### config.mk
export PLATFORM = sky130hd
export DESIGN_NAME = rv_ibus_bridge
export DESIGN_NICKNAME = d
export VERILOG_FILES = /design/src/rtl/rv_ibus_bridge.sv
export SDC_FILE = /design/constraint.sdc
export NUM_CORES = 1
export LEC_CHECK = 0
export BUFFER_PORTS_ARGS = -buffer_cell sky130_fd_sc_hd__buf_4
export CORE_MARGIN = 1.5
export CORE_UTILIZATION = 40
export CTS_CLUSTER_SIZE = 10
export DETAILED_ROUTE_END_ITERATION = 10
export SLEW_MARGIN = 20
export SYNTH_ARGS = -nofsm -noshare
export SYNTH_HDL_FRONTEND = slang
export SYNTH_SLANG_ARGS = --single-unit
### constraint.sdc
create_clock -name i_clk -period 1.7 [get_ports i_clk]
set_clock_uncertainty 0.05 [all_clocks]
set_input_delay 0.34 -clock i_clk [delete_from_list [all_inputs] [get_ports i_clk]]
set_output_delay 0.34 -clock i_clk [all_outputs]
set_load 0.02 [all_outputs]
### src/rtl/rv_ibus_bridge.sv
// +--------------------------------------------------------------------------+
// | Module   : rv_ibus_bridge                                                |
// | Purpose  : instruction-fetch bridge, one-word line buffer to Wishbone B4 |
// | Revision : 1.0                                                           |
// +--------------------------------------------------------------------------+
`timescale 1ns/1ps
`default_nettype none

module rv_ibus_bridge #(
  parameter int IADDR_SPACE_BITS = 16,
  parameter int TIMEOUT_CYCLES   = 255
) (
  input  logic                        i_clk,
  input  logic                        i_reset_n,
  input  logic                        i_cyc,
  input  logic [IADDR_SPACE_BITS-1:0] i_addr,
  input  logic                        i_inv,
  output logic                        o_ack,
  output logic [31:0]                 o_instruction,
  output logic                        o_fault,
  output logic                        o_wb_cyc,
  output logic                        o_wb_stb,
  output logic [IADDR_SPACE_BITS-3:0] o_wb_adr,
  input  logic [31:0]                 i_wb_dat,
  input  logic                        i_wb_ack,
  input  logic                        i_wb_err,
  output logic                        o_busy
);

  localparam logic [7:0] C_TMO_LAST = 8'(TIMEOUT_CYCLES - 1);

  typedef enum logic [0:0] {
    S_IDLE = 1'b0,
    S_REQ  = 1'b1
  } state_t;

  state_t                      r_state;
  state_t                      w_state_nxt;
  logic                        r_buf_valid;
  logic [IADDR_SPACE_BITS-3:0] r_buf_tag;
  logic [31:0]                 r_buf_data;
  logic                        r_buf_fault;
  logic                        r_inv_pend;
  logic [7:0]                  r_cnt;
  logic                        r_wb_cyc;
  logic [IADDR_SPACE_BITS-3:0] r_wb_adr;
  logic [31:0]                 r_instruction;
  logic                        r_fault;

  logic w_hit;
  logic w_start;
  logic w_done;
  logic w_fault_fill;
  logic w_unused_addr_bits;

  assign w_unused_addr_bits = ^i_addr[1:0];
  assign w_hit        = r_buf_valid && (r_buf_tag == i_addr[IADDR_SPACE_BITS-1:2]);
  assign o_ack        = (r_state == S_IDLE) && i_cyc && w_hit && !i_inv;
  // Anything other than a clean ack (error, or timeout) fills a faulting zero word.
  assign w_fault_fill = i_wb_err || !i_wb_ack;

  assign o_busy        = (r_state == S_REQ);
  assign o_wb_cyc      = r_wb_cyc;
  assign o_wb_stb      = r_wb_cyc;
  assign o_wb_adr      = r_wb_adr;
  assign o_instruction = r_instruction;
  assign o_fault       = r_fault;

  always_ff @(posedge i_clk or negedge i_reset_n) begin
    if (!i_reset_n) begin
      r_state <= S_IDLE;
    end else begin
      r_state <= w_state_nxt;
    end
  end

  always_comb begin
    w_state_nxt = r_state;
    w_start     = 1'b0;
    w_done      = 1'b0;
    case (r_state)
      S_IDLE: begin
        if (i_cyc && !w_hit && !i_inv) begin
          w_start     = 1'b1;
          w_state_nxt = S_REQ;
        end
      end
      S_REQ: begin
        if (i_wb_err || i_wb_ack || (r_cnt == C_TMO_LAST)) begin
          w_done      = 1'b1;
          w_state_nxt = S_IDLE;
        end
      end
      default: w_state_nxt = S_IDLE;
    endcase
  end

  always_ff @(posedge i_clk or negedge i_reset_n) begin
    if (!i_reset_n) begin
      r_buf_valid   <= 1'b0;
      r_buf_tag     <= '0;
      r_buf_data    <= '0;
      r_buf_fault   <= 1'b0;
      r_inv_pend    <= 1'b0;
      r_cnt         <= '0;
      r_wb_cyc      <= 1'b0;
      r_wb_adr      <= '0;
      r_instruction <= '0;
      r_fault       <= 1'b0;
    end else begin
      if (o_ack) begin
        r_instruction <= r_buf_data;
        r_fault       <= r_buf_fault;
      end
      if (r_state == S_IDLE) begin
        if (i_inv) begin
          r_buf_valid <= 1'b0;
        end
        if (w_start) begin
          r_wb_adr <= i_addr[IADDR_SPACE_BITS-1:2];
          r_wb_cyc <= 1'b1;
          r_cnt    <= '0;
        end
      end else if (w_done) begin
        r_buf_tag   <= r_wb_adr;
        r_buf_data  <= w_fault_fill ? 32'h0000_0000 : i_wb_dat;
        r_buf_fault <= w_fault_fill;
        // An invalidate seen at any point of the transaction keeps the fill unusable.
        r_buf_valid <= !(r_inv_pend || i_inv);
        r_inv_pend  <= 1'b0;
        r_wb_cyc    <= 1'b0;
      end else begin
        r_cnt <= r_cnt + 8'd1;
        if (i_inv) begin
          r_inv_pend <= 1'b1;
        end
      end
    end
  end

endmodule

`default_nettype wire

==> metrics.yaml, run 1 <==
timing:
  whs_ns: 0.138
  worst_slack_ns: -0.494
  tns_ns: -9.92
  setup_viol: 56
  rsz0062_at_grt: "true"
  fmax_ghz: 0.456
  fin_crit_sh_pct: 129
  worstMarginPinSlew_ns: 0.442
  layout_min_cycle_time_ns: 2.19
  slew_headroom_pct: 70.6
  hold_viol_final: 0
  drv_slew: 0
setup_path:
  reg2reg_slack_ns: -0.23
  cp-startpoint: "r_buf_tag[7]$_DFFE_PN0P_"
  crit_arrival_ns: 1.80
  r2r-end: "o_wb_adr[6]$_DFFE_PN0P_"
  r2r-start: "r_buf_tag[7]$_DFFE_PN0P_"
  critical_path_buf_inv_count: 2
  slowest_delay_ns: 0.43
  r2r_cells: 8
  cpMaxStageDelayCell: "dfrtp_1"
  path_max_fanout: 2
  cp.depth: 6
  crit_chain: "xnor2_2 -> buf_4 -> nand4_1 -> nor4_4 -> nor2b_4 -> buf_6"
  critPathKind: "reg2out"
  endpoint: "o_ack"
  cp_data_required_time_ns: 1.31
  end_kind: "primary output"
  cp_top_family: "simple AND/OR/NAND/NOR gates"
  startpoint_type: "register"
synthesis:
  synth-compound-area-share_pct: 7.59
  yosys_warnings: 0
  synth_nets: 344
  yosysUniqueCellTypes: 34
  ys_seq_area_share_pct: 61.2
  yosys.area_share.simple_pct: 5.57
  synth_top_area_share_pct: 61.2
  synthXorXnorAreaFrac_pct: 3.84
  yosys_most_used_dff: "dfrtp_1"
  synth.area.mux_share_pct: 18.9
  synthArstFlopShare_pct: 100
  synth_edf_count: 0
  synth_top_family_by_area: "multiplexers"
  synthCells: 288
  synth_area_leader_cell: "dfrtp_1"
  synthAdderAreaFrac_pct: 0.578
  avgSynthCellArea_um2: 15.0
  ys_seq_elements: 106
  syn-cell-area_um2: 4330
  synth_area_leaders: "dfrtp_1 61%, mux2_4 10%, mux2_2 8.1%"
pwr:
  power.total_mw: 6.13
  p_per_area_nw_per_um2: 1040
  max-vdd-ir-drop_mv: 0.568
  p_leak_nw: 3.00
global_routing:
  grt_start_max_net_pins: 34
  grtUsageTotal_pct: 16.9
  grt_overflow: 0
  grt_first_pass_wirelength_um: 15100
  grt_pass1_vias: 2988
  grt_antenna_before_repair: 0
routing:
  drc: 0
  via_per_inst: 5.11
  drtAntennaViolNets: 0
  num_vias: 2869
  drt_pass1_iterations: 4
  wl_per_cell_um: 16.5
  drtIter0Drc: 60
  drt-total-wl_um: 9270
layout:
  nets: 476
  mostFrequentLayoutCells: "123 x buf_4, 105 x dfrtp_1, 33 x a22o_1, 31 x mux2_2, 31 x mux2_4"
  syn_to_final_growth_pct: 36.6
  drive_gt1_share_pct: 56.9
  num_antenna_cells: 0
  fillers: 877
  mostFrequentLayoutCell: "buf_4"
  final_util_pct: 56.8
placement:
  dp_hpwl_um: 6250
  io_buffers: 102
  place.gp.congestion: 0.732
die:
  core_area_um2: 10400
  die_w_um: 107
  rows: 37
  start_util_pct: 41.6
  die_h_um: 107
  die_area_um2: 11500
  ioPinCount: 105
clock_tree:
  clockRootBuffer: "clkbuf_8"
  tritoncts: "yes"
  numCtsBuffers: 9
  htree_num_levels: 3
  clkTransAtPathRegs_ns: 0.11
  clk_latency_ns: 0.37
  clock-sinks: 106
  clockBufferDepth: 2
worst_hold_path:
  min_path_type: "in2reg"
flow_run:
  maxCapViolCount: 0
run_status:
  violations: "setup timing"
  status: "finished, violations left"
-- stage by stage --
stage | setup slack [ns] | instance area, um2 | instances
after floorplan | -0.0818 | 4350 | 288
after global placement | -0.358 | 5440 | 537
after detailed placement | -0.324 | 5440 | 537
after CTS | -0.556 | 5860 | 559
after global routing | -0.593 | 5920 | 561
final | -0.494 | 5920 | 561
-- metal layers --
| layer | part of all wire, % | track usage, % |
|---|---|---|
| met4 | 0.82 | 4.10 |
| met3 | 6.4 | 5.11 |
| met1 | 46 | 22.9 |
| met5 | 0 | 0 |
| met2 | 47 | 26.7 |
-- final cells by class --
cell class / instances / area, um2 / area share (%)
clock buffers: 9 / 124 / 2.09
clock inverters: 7 / 114 / 1.92
inverters: 1 / 3.75 / 0.0634
multi-input cells: 166 / 1750 / 29.5
flip-flops and latches: 106 / 2650 / 44.8
well taps: 136 / 170 / 2.87
repair buffers: 136 / 1110 / 18.7
-- flip-flops by register name (all words and copies together) (netlist names) --
name,count
r_buf_valid,1
r_buf_data,32
o_instruction,32
o_busy,1
r_cnt,8
o_wb_adr,14
o_fault,1
o_wb_cyc,1
r_buf_fault,1
r_buf_tag,14
r_inv_pend,1
-- logic make-up after synthesis --
kind of cell | after synthesis
multiplexers | 63
XOR/XNOR | 19
AND/OR/NAND/NOR | 42
adder cells (fa/ha/maj) | 2
buffers and inverters | 16
AO/OA/AOI/OAI | 40
flip-flops | 106
-- worst min path at each step --
stage / from / endpoint / slack, ns / cells past startpoint
finish: i_wb_dat[3] / r_buf_data[3]$_DFFE_PN0P_ / 0.14 / 2
global route: i_wb_dat[16] / r_buf_data[16]$_DFFE_PN0P_ / 0.11 / 2
CTS: i_wb_dat[13] / r_buf_data[13]$_DFFE_PN0P_ / 0.12 / 2
detailed placement: i_reset_n / o_instruction[7]$_DFFE_PN0P_ / 0.27 / 1
global placement: i_reset_n / o_instruction[8]$_DFFE_PN0P_ / 0.26 / 1
floorplan: i_reset_n / o_busy$_DFF_PN0_ / -0.006 / 0
-- synthesized netlist by cell type (2+ instances only) --
cell / n
xnor2_1: 14
buf_4: 2
mux2_2: 31
dfrtp_1: 106
nor2_1: 10
xor2_1: 5
nand4_1: 9
ha_1: 2
a22o_1: 33
buf_6: 3
a21oi_1: 3
clkbuf_1: 4
buf_2: 6
and3_1: 2
mux2_4: 30
nand2_1: 5
nand3_1: 5
nor3b_1: 2
-- what timing repair did --
| item | CTS | global route |
|---|---|---|
| cloned | 1 | 0 |
| endpoints found under the setup margin | 87 | 94 |
| gates resized for setup | 27 | 10 |
| hold endpoints to repair | 28 | 0 |
| setup buffers | 4 | 3 |
| hold buffers | 1 | 0 |
| pin swaps | 9 | 3 |
-- worst register-to-register path, cell delays in order (launching register included) --
cell     delay, ns
dfrtp_1       0.43
xnor2_2       0.15
buf_4         0.13
nand4_1       0.13
nor4_4        0.30
buf_4         0.17
nor2_4        0.05
buf_6         0.13
mux2_4        0.28
-- power breakdown --
| part | internal [mW] | switching, mW | total [mW] |
|---|---|---|---|
| Clock | 0.860 | 0.926 | 1.79 |
| Combinational | 0.748 | 0.523 | 1.27 |
| Sequential | 2.83 | 0.238 | 3.07 |
(Power assumes the default switching activity.)
==> run 2, diff against run 1 <==
Clock period 1.7 ns to 2.08 ns, I/O delays scaled along.
==> metrics.yaml, run 2 (synthesis gave the netlist of run 1 again) <==
setup_path:
  slowest_delay_ns: 0.40
  cp_top_family: "simple AND/OR/NAND/NOR gates"
  crit_arrival_ns: 1.80
  critical_path_buf_inv_count: 1
  path_max_fanout: 3
  cpMaxStageDelayCell: "dfrtp_1"
  end_kind: "primary output"
  critPathKind: "reg2out"
  startpoint_type: "register"
  crit_chain: "xnor2_1 -> nand4_1 -> nor4_4 -> nor2b_4 -> buf_6"
  cp_data_required_time_ns: 1.61
layout:
  multi_input_area_um2: 1650
  syn_to_final_growth_pct: 30.2
  nets: 461
  fillers: 888
  seq_area_um2: 2650
  drive_gt1_share_pct: 50.5
  mostFrequentLayoutCell: "buf_4"
  mostFrequentLayoutCells: "115 x buf_4, 106 x dfrtp_1, 33 x a22o_1, 31 x mux2_2, 30 x mux2_4"
  num_antenna_cells: 0
  final_util_pct: 54.2
timing:
  drv_slew: 0
  worstMarginPinSlew_ns: 0.509
  rsz0062_at_grt: "true"
  setup_viol: 1
  fmax_ghz: 0.441
  slew_headroom_pct: 66.1
  tns_ns: -0.187
  worst_slack_ns: -0.187
  hold_viol_final: 0
  layout_min_cycle_time_ns: 2.27
  fin_crit_sh_pct: 109
routing:
  drt_pass1_iterations: 4
  num_vias: 2774
  drc: 0
  drt-total-wl_um: 8980
  drtIter0Drc: 130
  drtAntennaViolNets: 0
  wl_per_cell_um: 16.5
  via_per_inst: 5.08
global_routing:
  grt_start_max_net_pins: 39
  grt_overflow: 0
  grtUsageTotal_pct: 16.5
  grt_pass1_vias: 2897
  grt_antenna_before_repair: 0
  grt_first_pass_wirelength_um: 14800
pwr:
  p_per_area_nw_per_um2: 829
  p_leak_nw: 2.86
  max-vdd-ir-drop_mv: 0.455
die:
  start_util_pct: 41.6
  die_h_um: 107
  rows: 37
  core_area_um2: 10400
  ioPinCount: 105
  die_area_um2: 11500
  die_w_um: 107
clock_tree:
  clock-sinks: 106
  tritoncts: "yes"
  htree_num_levels: 3
  numCtsBuffers: 9
  clockBufferDepth: 2
  clockRootBuffer: "clkbuf_8"
  clkTransAtPathRegs_ns: 0.10
  clk_latency_ns: 0.35
placement:
  dp_hpwl_um: 6200
  io_buffers: 102
  place.gp.congestion: 0.758
  dp_slack_ns: -0.116
run_status:
  status: "finished, violations left"
  violations: "setup timing"
flow_run:
  maxCapViolCount: 0
worst_hold_path:
  min_path_type: "in2reg"
==> run 2: cell count changes in the layout (fill, tap and decap cells not counted), sizes merged <==
cell      change
clkbuf        +1
buf          -15
clkinvlp      +2
inv           +1
clkinv        -3
bufinv        -1
==> run 2: timing repair <==
action	CTS	global route
buffers inserted	0	0
hold endpoints to repair	34	0
setup endpoints to repair	1	68
gates resized for setup	5	6
hold buffers	1	0
pin swaps	0	0
==> run 2: through the flow <==
stage | cell area (um2) | power, mW | instances | hold slack, ns
after floorplan | 4330 | 3.00 | 288 | 0.0704
after global placement | 5360 | 3.36 | 529 | 0.376
after detailed placement | 5360 | 3.39 | 529 | 0.376
after CTS | 5610 | 4.73 | 546 | 0.203
after global routing | 5640 | 4.92 | 546 | 0.201
final | 5640 | 4.68 | 546 | 0.221
==> run 2: cell type report <==
| cell class | instances | area share [%] |
|---|---|---|
| well taps | 136 | 3.02 |
| multi-input cells | 166 | 29.2 |
| flip-flops and latches | 106 | 47.0 |
| clock buffers | 10 | 2.26 |
| repair buffers | 121 | 17.1 |
| clock inverters | 6 | 1.31 |
| inverters | 1 | 0.0665 |
==> run 2: per-layer routing <==
layer	part of all wire (%)	wire length (um)	track usage (%)
met4	0.66	59	4.00
met5	0	0	0
met3	7.3	657	5.47
met1	47	4190	22.4
met2	45	4080	25.5
==> run 2: path summary, 6_finish.rpt <==
check | from | end | slack, ns | depth (start not counted)
worst max register to register | r_buf_tag[9]$_DFFE_PN0P_ | o_instruction[2]$_DFFE_PN0P_ | 0.14 | 6
worst max-delay path | r_buf_tag[9]$_DFFE_PN0P_ | o_ack | -0.19 | 5
worst min-delay path | i_wb_dat[27] | r_buf_data[27]$_DFFE_PN0P_ | 0.22 | 2
max in group asynchronous | i_reset_n | r_buf_data[31]$_DFFE_PN0P_ | 0.91 | 3
min in group asynchronous | i_reset_n | o_instruction[5]$_DFFE_PN0P_ | 0.51 | 2
worst min register to register | r_buf_data[16]$_DFFE_PN0P_ | o_instruction[16]$_DFFE_PN0P_ | 0.46 | 1
==> run 2: worst register-to-register path, stage by stage (launching register included) <==
cell     delay (ns)
dfrtp_1        0.40
xnor2_1        0.22
nand4_1        0.13
nor4_2         0.34
nand3_2        0.13
buf_12         0.21
mux2_4         0.34
==> run 2: power breakdown <==
part	internal, mW	total, mW	switching, mW
registers	2.32	2.49	0.178
clock network	0.573	1.28	0.710
logic	0.501	0.900	0.399
==> run 3, diff against run 2 <==
Settings changed: SKIP_CTS_REPAIR_TIMING set to 1.
==> metrics.yaml, run 3 (synthesis gave the netlist of run 1 again) <==
pwr:
  power.total_mw: 4.68
  max-vdd-ir-drop_mv: 0.456
  p_per_area_nw_per_um2: 830
  p_leak_nw: 2.86
clock_tree:
  clkTransAtPathRegs_ns: 0.10
  tritoncts: "yes"
  clockBufferDepth: 2
  numCtsBuffers: 9
  clockRootBuffer: "clkbuf_8"
  clock-sinks: 106
  htree_num_levels: 3
  clk_latency_ns: 0.35
timing:
  setup_viol: 1
  worstMarginPinSlew_ns: 0.507
  layout_min_cycle_time_ns: 2.28
  fin_crit_sh_pct: 109
  slew_headroom_pct: 66.2
  rsz0062_at_grt: "true"
  fmax_ghz: 0.439
  hold_viol_final: 0
  drv_slew: 0
  worst_slack_ns: -0.196
placement:
  numPlacedInstances: 529
  io_buffers: 102
  place.gp.congestion: 0.758
  dp_hpwl_um: 6200
setup_path:
  reg2reg_slack_ns: 0.14
  cp_data_required_time_ns: 1.61
  path_max_fanout: 3
  end_kind: "primary output"
  startpoint_type: "register"
  r2r_cells: 6
  critPathKind: "reg2out"
  r2r-end: "o_instruction[9]$_DFFE_PN0P_"
  r2r-start: "r_buf_tag[0]$_DFFE_PN0P_"
  crit_arrival_ns: 1.81
global_routing:
  grt_first_pass_wirelength_um: 14700
  grt_start_max_net_pins: 39
  grt_antenna_before_repair: 0
  grtUsageTotal_pct: 16.4
  grt_overflow: 0
  grt_pass1_vias: 2896
die:
  core_area_um2: 10400
  rows: 37
  die_area_um2: 11500
  ioPinCount: 105
  start_util_pct: 41.6
  die_h_um: 107
  die_w_um: 107
layout:
  mostFrequentLayoutCells: "116 x buf_4, 106 x dfrtp_1, 33 x a22o_1, 31 x mux2_2, 30 x mux2_4"
  syn_to_final_growth_pct: 30.1
  mostFrequentLayoutCell: "buf_4"
  final_cell_count_no_fill: 546
  drive_gt1_share_pct: 50.5
  nets: 461
  num_antenna_cells: 0
run_status:
  status: "finished, violations left"
  violations: "setup timing"
routing:
  drt_pass1_iterations: 4
  drtAntennaViolNets: 0
  via_per_inst: 5.08
  num_vias: 2772
  drt-total-wl_um: 8950
  wl_per_cell_um: 16.4
  drc: 0
  drtIter0Drc: 128
flow_run:
  maxCapViolCount: 0
worst_hold_path:
  holdPathStages: 2
  hold_end: "r_buf_data[13]$_DFFE_PN0P_"
  min_path_type: "in2reg"
  hp-start: "i_wb_dat[13]"
[run 3: cell type report]
type                            count  area (um2)
Tap cell                          136         170
Inverter                            1        3.75
Clock buffer                       10         128
Multi-Input combinational cell    166        1650
Timing Repair Buffer              121         961
Fill cell                         886        4780
Sequential cell                   106        2650
Clock inverter                      6        73.8
[run 3: worst max-delay path, cell delays in order (launching register included)]
cell	delay [ns]
dfrtp_1	0.41
xnor2_1	0.22
nand3_1	0.15
nor4_4	0.34
nor2b_1	0.18
buf_4	0.16
[run 3: metrics by stage]
| stage | area, um2 | setup slack [ns] | setup TNS, ns | hold WS [ns] | util, % |
|---|---|---|---|---|---|
| floorplan | 4330 | 0.218 | 0 | 0.0704 | - |
| global placement | 5360 | -0.0947 | -2.98 | 0.376 | 51.5 |
| detailed placement | 5360 | -0.116 | -3.54 | 0.376 | 51.5 |
| CTS | 5560 | -0.303 | -0.303 | -0.0229 | 53.4 |
| global route | 5640 | -0.344 | -0.344 | 0.201 | 54.1 |
| finish | 5640 | -0.196 | -0.196 | 0.222 | 54.1 |
[run 3: worst max-delay path by stage]
stage | startpoint | to | slack (ns)
after floorplan | i_addr[9] | o_instruction[10]$_DFFE_PN0P_ | 0.22
after global placement | i_addr[12] | o_instruction[19]$_DFFE_PN0P_ | -0.09
after detailed placement | i_addr[12] | o_instruction[2]$_DFFE_PN0P_ | -0.12
after CTS | r_buf_tag[11]$_DFFE_PN0P_ | o_ack | -0.30
after global routing | r_buf_tag[4]$_DFFE_PN0P_ | o_ack | -0.34
final | r_buf_tag[13]$_DFFE_PN0P_ | o_ack | -0.20
[run 3: layer usage]
metal / vias up / routed length [um] / share of wire [%] / global-route usage (%)
li1: 1276 / - / - / -
met1: 1401 / 4160 / 47 / 22.2
met2: 89 / 4060 / 45 / 25.4
met3: 6 / 669 / 7.5 / 5.47
met4: 0 / 59 / 0.66 / 4.00
met5: - / 0 / 0 / 0
[run 3: where the power goes]
| part | switching (mW) | internal (mW) |
|---|---|---|
| clock network | 0.711 | 0.573 |
| registers | 0.178 | 2.32 |
| logic | 0.399 | 0.506 |
| total | 1.29 | 3.39 |
